### src/rtl/control_multiplicador.sv
// control_multiplicador: Moore sequencer for the shift-add multiplier datapath, with an iteration watchdog.
module control_multiplicador #(
  parameter int ANCHO  = 8,
  parameter int ITER_W = 4
) (
  input  logic       clk,
  input  logic       rst,
  input  logic       start,
  input  logic       abort,
  input  logic       Q0,
  input  logic       P_zero,
  output logic [1:0] ControlA,
  output logic [1:0] ControlQ,
  output logic [1:0] ControlP,
  output logic       carry_ld,
  output logic       carry_clr,
  output logic       busy,
  output logic       done,
  output logic       error
);
  typedef enum logic [2:0] {IDLE, LOAD, TEST, ADD, SHIFT, CHECK, DONE} state_t;
  state_t state, next;
  logic [ITER_W-1:0] wd;
  logic err_set, wd_hit;
  assign wd_hit = (wd == ITER_W'(ANCHO));
  always_ff @(posedge clk or negedge rst) begin
    if (!rst) begin
      state <= IDLE;
      wd    <= '0;
      error <= 1'b0;
    end else begin
      state <= next;
      if (state == LOAD) begin
        wd    <= '0;
        error <= 1'b0;
      end else if (state == SHIFT && wd != '1) wd <= wd + 1'b1;
      if (err_set) error <= 1'b1;
    end
  end
  // abort outranks every in-run transition; IDLE and DONE ignore it
  always_comb begin
    next    = IDLE;
    err_set = 1'b0;
    case (state)
      IDLE:  next = start ? LOAD : IDLE;
      LOAD:  next = abort ? IDLE : TEST;
      TEST:  next = abort ? IDLE : (Q0 ? ADD : SHIFT);
      ADD:   next = abort ? IDLE : SHIFT;
      SHIFT: next = abort ? IDLE : CHECK;
      CHECK: begin
        next    = abort ? IDLE : ((P_zero || wd_hit) ? DONE : TEST);
        err_set = !abort && !P_zero && wd_hit;
      end
      DONE:    next = start ? DONE : IDLE;
      default: next = IDLE;
    endcase
  end
  always_comb begin
    ControlA  = state == ADD ? 2'b00 : state == SHIFT ? 2'b01 : state == LOAD ? 2'b11 : 2'b10;
    ControlQ  = state == SHIFT ? 2'b01 : state == LOAD ? 2'b11 : 2'b10;
    ControlP  = state == SHIFT ? 2'b10 : state == LOAD ? 2'b11 : 2'b00;
    carry_ld  = state == ADD;
    carry_clr = state == LOAD || state == SHIFT;
    busy      = state == LOAD || state == TEST || state == ADD || state == SHIFT || state == CHECK;
    done      = state == DONE;
  end
endmodule

### config.mk
export PLATFORM = sky130hd
export DESIGN_NAME = control_multiplicador
export DESIGN_NICKNAME = d
export VERILOG_FILES = /design/src/rtl/control_multiplicador.sv
export SDC_FILE = /design/constraint.sdc
export NUM_CORES = 1
export LEC_CHECK = 0
export BUFFER_PORTS_ARGS = -buffer_cell sky130_fd_sc_hd__buf_4
export CAP_MARGIN = 20
export CORE_AREA = 2 2 39 41
export CTS_CLUSTER_SIZE = 8
export DETAILED_ROUTE_END_ITERATION = 12
export DIE_AREA = 0 0 41 43
export GPL_TIMING_DRIVEN = 0
export PLACE_DENSITY = 0.7
export SYNTH_ARGS = -nofsm -noshare
export SYNTH_HDL_FRONTEND = slang
export SYNTH_SLANG_ARGS = --single-unit
### constraint.sdc
create_clock -name clk -period 2.7 [get_ports clk]
set_input_delay 0.27 -clock clk [delete_from_list [all_inputs] [get_ports clk]]
set_output_delay 0.27 -clock clk [all_outputs]
set_load 0.005 [all_outputs]
==> results.ini <==
[sta]
skew_ns = 0.0102
finalMaxSlewViolations = 0
hold_ws_ns = 0.242
tightest_slew_ns = 0.258
fin_crit_ns = 1.78
timing.fmax_mhz = 561
max_slew_margin_pct = 82.7
fin_crit_sh_pct = 66.1
rsz0062_at_grt = false
setup_violations = 0
finalHoldViolations = 0
timing.setup.tns_ns = 0

[floorplanning]
core_area_um2 = 1380
die_y_um = 43
rows = 14
die-area_um2 = 1760
io_pins = 17
start_util_pct = 44.0
die_w_um = 41

[placement]
place_congestion = 0.754
placed_cell_area_um2 = 749
dp_hpwl_mm = 1.05
place_inst = 107
port_buffers = 16

[finish]
fin_cells = 111
design_area_um2 = 782
insertedDiodeCount = 0
area_growth_pct = 28.3
finalNetCount = 105
drive_gt1_share_pct = 28.4
final_core_util_pct = 56.5
n_fill_cell = 126

[clocking]
clkSlewWorstSetupHoldPaths_ns = 0.06
cts_tree = yes
cts.sinks = 8
cts_buffers = 3
h-tree-depth = 1
postCtsResizedCells = 0
clock_tree.buffer_depth = 2
post_cts_buffers = 0
cts-root-buf = clkbuf_4
insertion_delay_ns = 0.27

[route]
vias = 613
drc = 0
drt-vias-per-instance = 5.52
wl_per_cell_um = 13.4
totalWireLength_mm = 1.49
drt_iter0_markers = 18
drtPass1Iterations = 4
ant_nets = 0

[global_route]
gr-usage-met2_pct = 32.5
top_usage_layer = met2
use_met3_pct = 4.71
grt_overflow_total = 0
grt_use_met1_pct = 23.4
antenna_found_initial = 0
grt_start_max_net_pins = 11
grt_pass1_vias = 549
grt_pass1_wl_mm = 2.36
grt_usage_pct = 20.4

[worst_setup_path]
cp_num_buf_inv = 3
crit_fanout = 10
reg2reg_slack_ns = 1.12
critPathSlowestCell = dfrtp_1
worstPathRequired_ns = 2.43
critPathArrivalTime_ns = 1.51
path_cells = buf_2, nand2b_1, a21oi_1, buf_4, buf_4
crit_path_end_kind = primary output
worst_path_most_repeated_cell = buf_4
critical_path.top_delay_family = buffers and inverters
crit_path_start_kind = flop
criticalPathCategory = reg2out
critPathMaxStageDelay_ns = 0.45

[synth]
yosysSeqAreaShare_pct = 32.9
yosysWarnings = 0
ys_seq_elements = 8
netlist_instances = 75
synth_ff_type = dfrtp_1
synth_fp_nets = 83
synth_edf_count = 0
async_reset_ff_share_pct = 100
synth_cell_types = 29
netlist_area_um2 = 609
syn_area_per_cell_um2 = 8.12

[power]
p_leak_nw = 0.386
p_sw_uw = 271
p_per_area_nw_per_um2 = 868
ir_worst_vdd_uv = 391
sw_frac_of_total_pct = 40.0
p_comb_share_pct = 59.8
p_int_uw = 408
clkPwrFrac_pct = 14.5
power_frac_seq_pct = 25.7

[min_path]
hp-class = in2reg

[outcome]
run_status = complete, no violations

[flow_run]
drv_cap = 0

cells in the mapped netlist, drive strengths merged, types with 2 or more instances:
| cell | instances | area (um^2) |
|---|---|---|
| a21o | 2 | 15.0 |
| a21oi | 11 | 55.1 |
| and3 | 2 | 12.5 |
| and3b | 2 | 17.5 |
| buf | 6 | 38.8 |
| dfrtp | 8 | 200 |
| ha | 2 | 25.0 |
| inv | 4 | 15.0 |
| nand2 | 3 | 11.3 |
| nand2b | 6 | 45.0 |
| nand3 | 4 | 20.0 |
| nand3b | 2 | 15.0 |
| nor2 | 8 | 30.0 |
| nor3 | 2 | 10.0 |
| o21ai | 2 | 10.0 |
path summary, 6_finish.rpt:
check | from | to | cells after the start
setup / recovery | state[0] | ControlQ[0] | 5
hold / removal | start | state[1] | 2
setup reg to reg | wd[0] | wd[1] | 4
hold reg to reg | error | error | 2
max in group asynchronous | rst | wd[1] | 2
min in group asynchronous | rst | state[2] | 2
logic make-up (layout without fill, tap and decap cells):
kind of cell | Yosys count | in the layout | synth area share (%)
and+or+nand+nor | 35 | 35 | 34.5
AOI/OAI and AO/OA | 20 | 20 | 19.7
buffers and inverters | 10 | 30 | 8.83
DFF | 8 | 8 | 32.9
adders and majority gates | 2 | 2 | 4.11
worst register-to-register path: stages, from the launching register on:
cell	delay (ns)
dfrtp_1	0.43
ha_1	0.28
and3_1	0.21
or4b_1	0.51
nand3_1	0.09
timing repair:
item,4_1_cts,5_1_grt
hold buffers,1,0
hold endpoints to repair,8,0
endpoints found under the setup margin,0,0
stage by stage:
| step | power (mW) | setup slack, ns |
|---|---|---|
| finish | 0.679 | 0.916 |
| global route | 0.738 | 0.798 |
| CTS | 0.686 | 0.907 |
| detailed placement | 0.581 | 1.15 |
| global placement | 0.577 | 1.16 |
| floorplan | 0.419 | 1.26 |
cell usage in the layout (no fill, tap or decap), types with 3 or more instances in the layout:
cell / n
nor2_1: 8
buf_4: 17
nand2b_1: 5
buf_2: 4
dfrtp_1: 8
clkbuf_4: 3
nand2_1: 3
inv_1: 4
a21oi_1: 11
nand3_1: 4
flip-flops by register name (all words and copies together) (netlist names):
name   flops
state      3
error      1
wd         4
metal layers:
metal	share of wire (%)	wire length, um
met1	44	658
met2	51	754
met3	2.8	42
met4	2.2	33
met5	0	0
power groups by stage:
stage	combinational [mW]	clock, mW	sequential [mW]
after detailed placement	0.406	0	0.176
after global routing	0.450	0.108	0.179
after floorplan	0.252	0	0.167
after CTS	0.410	0.102	0.175
final	0.406	0.0987	0.174
after global placement	0.403	0	0.174
layout make-up:
type                    instances  area, um^2  area share [%]
plain buffers                   6        38.8            4.96
clock buffers                   3        22.5            2.88
inverters                       4        15.0            1.92
multi-input cells              57         355            45.4
flip-flops and latches          8         200            25.6
well taps                      16        20.0            2.56
repair buffers                 17         130            16.6
Note: power is estimated with default switching activity, not from simulation.
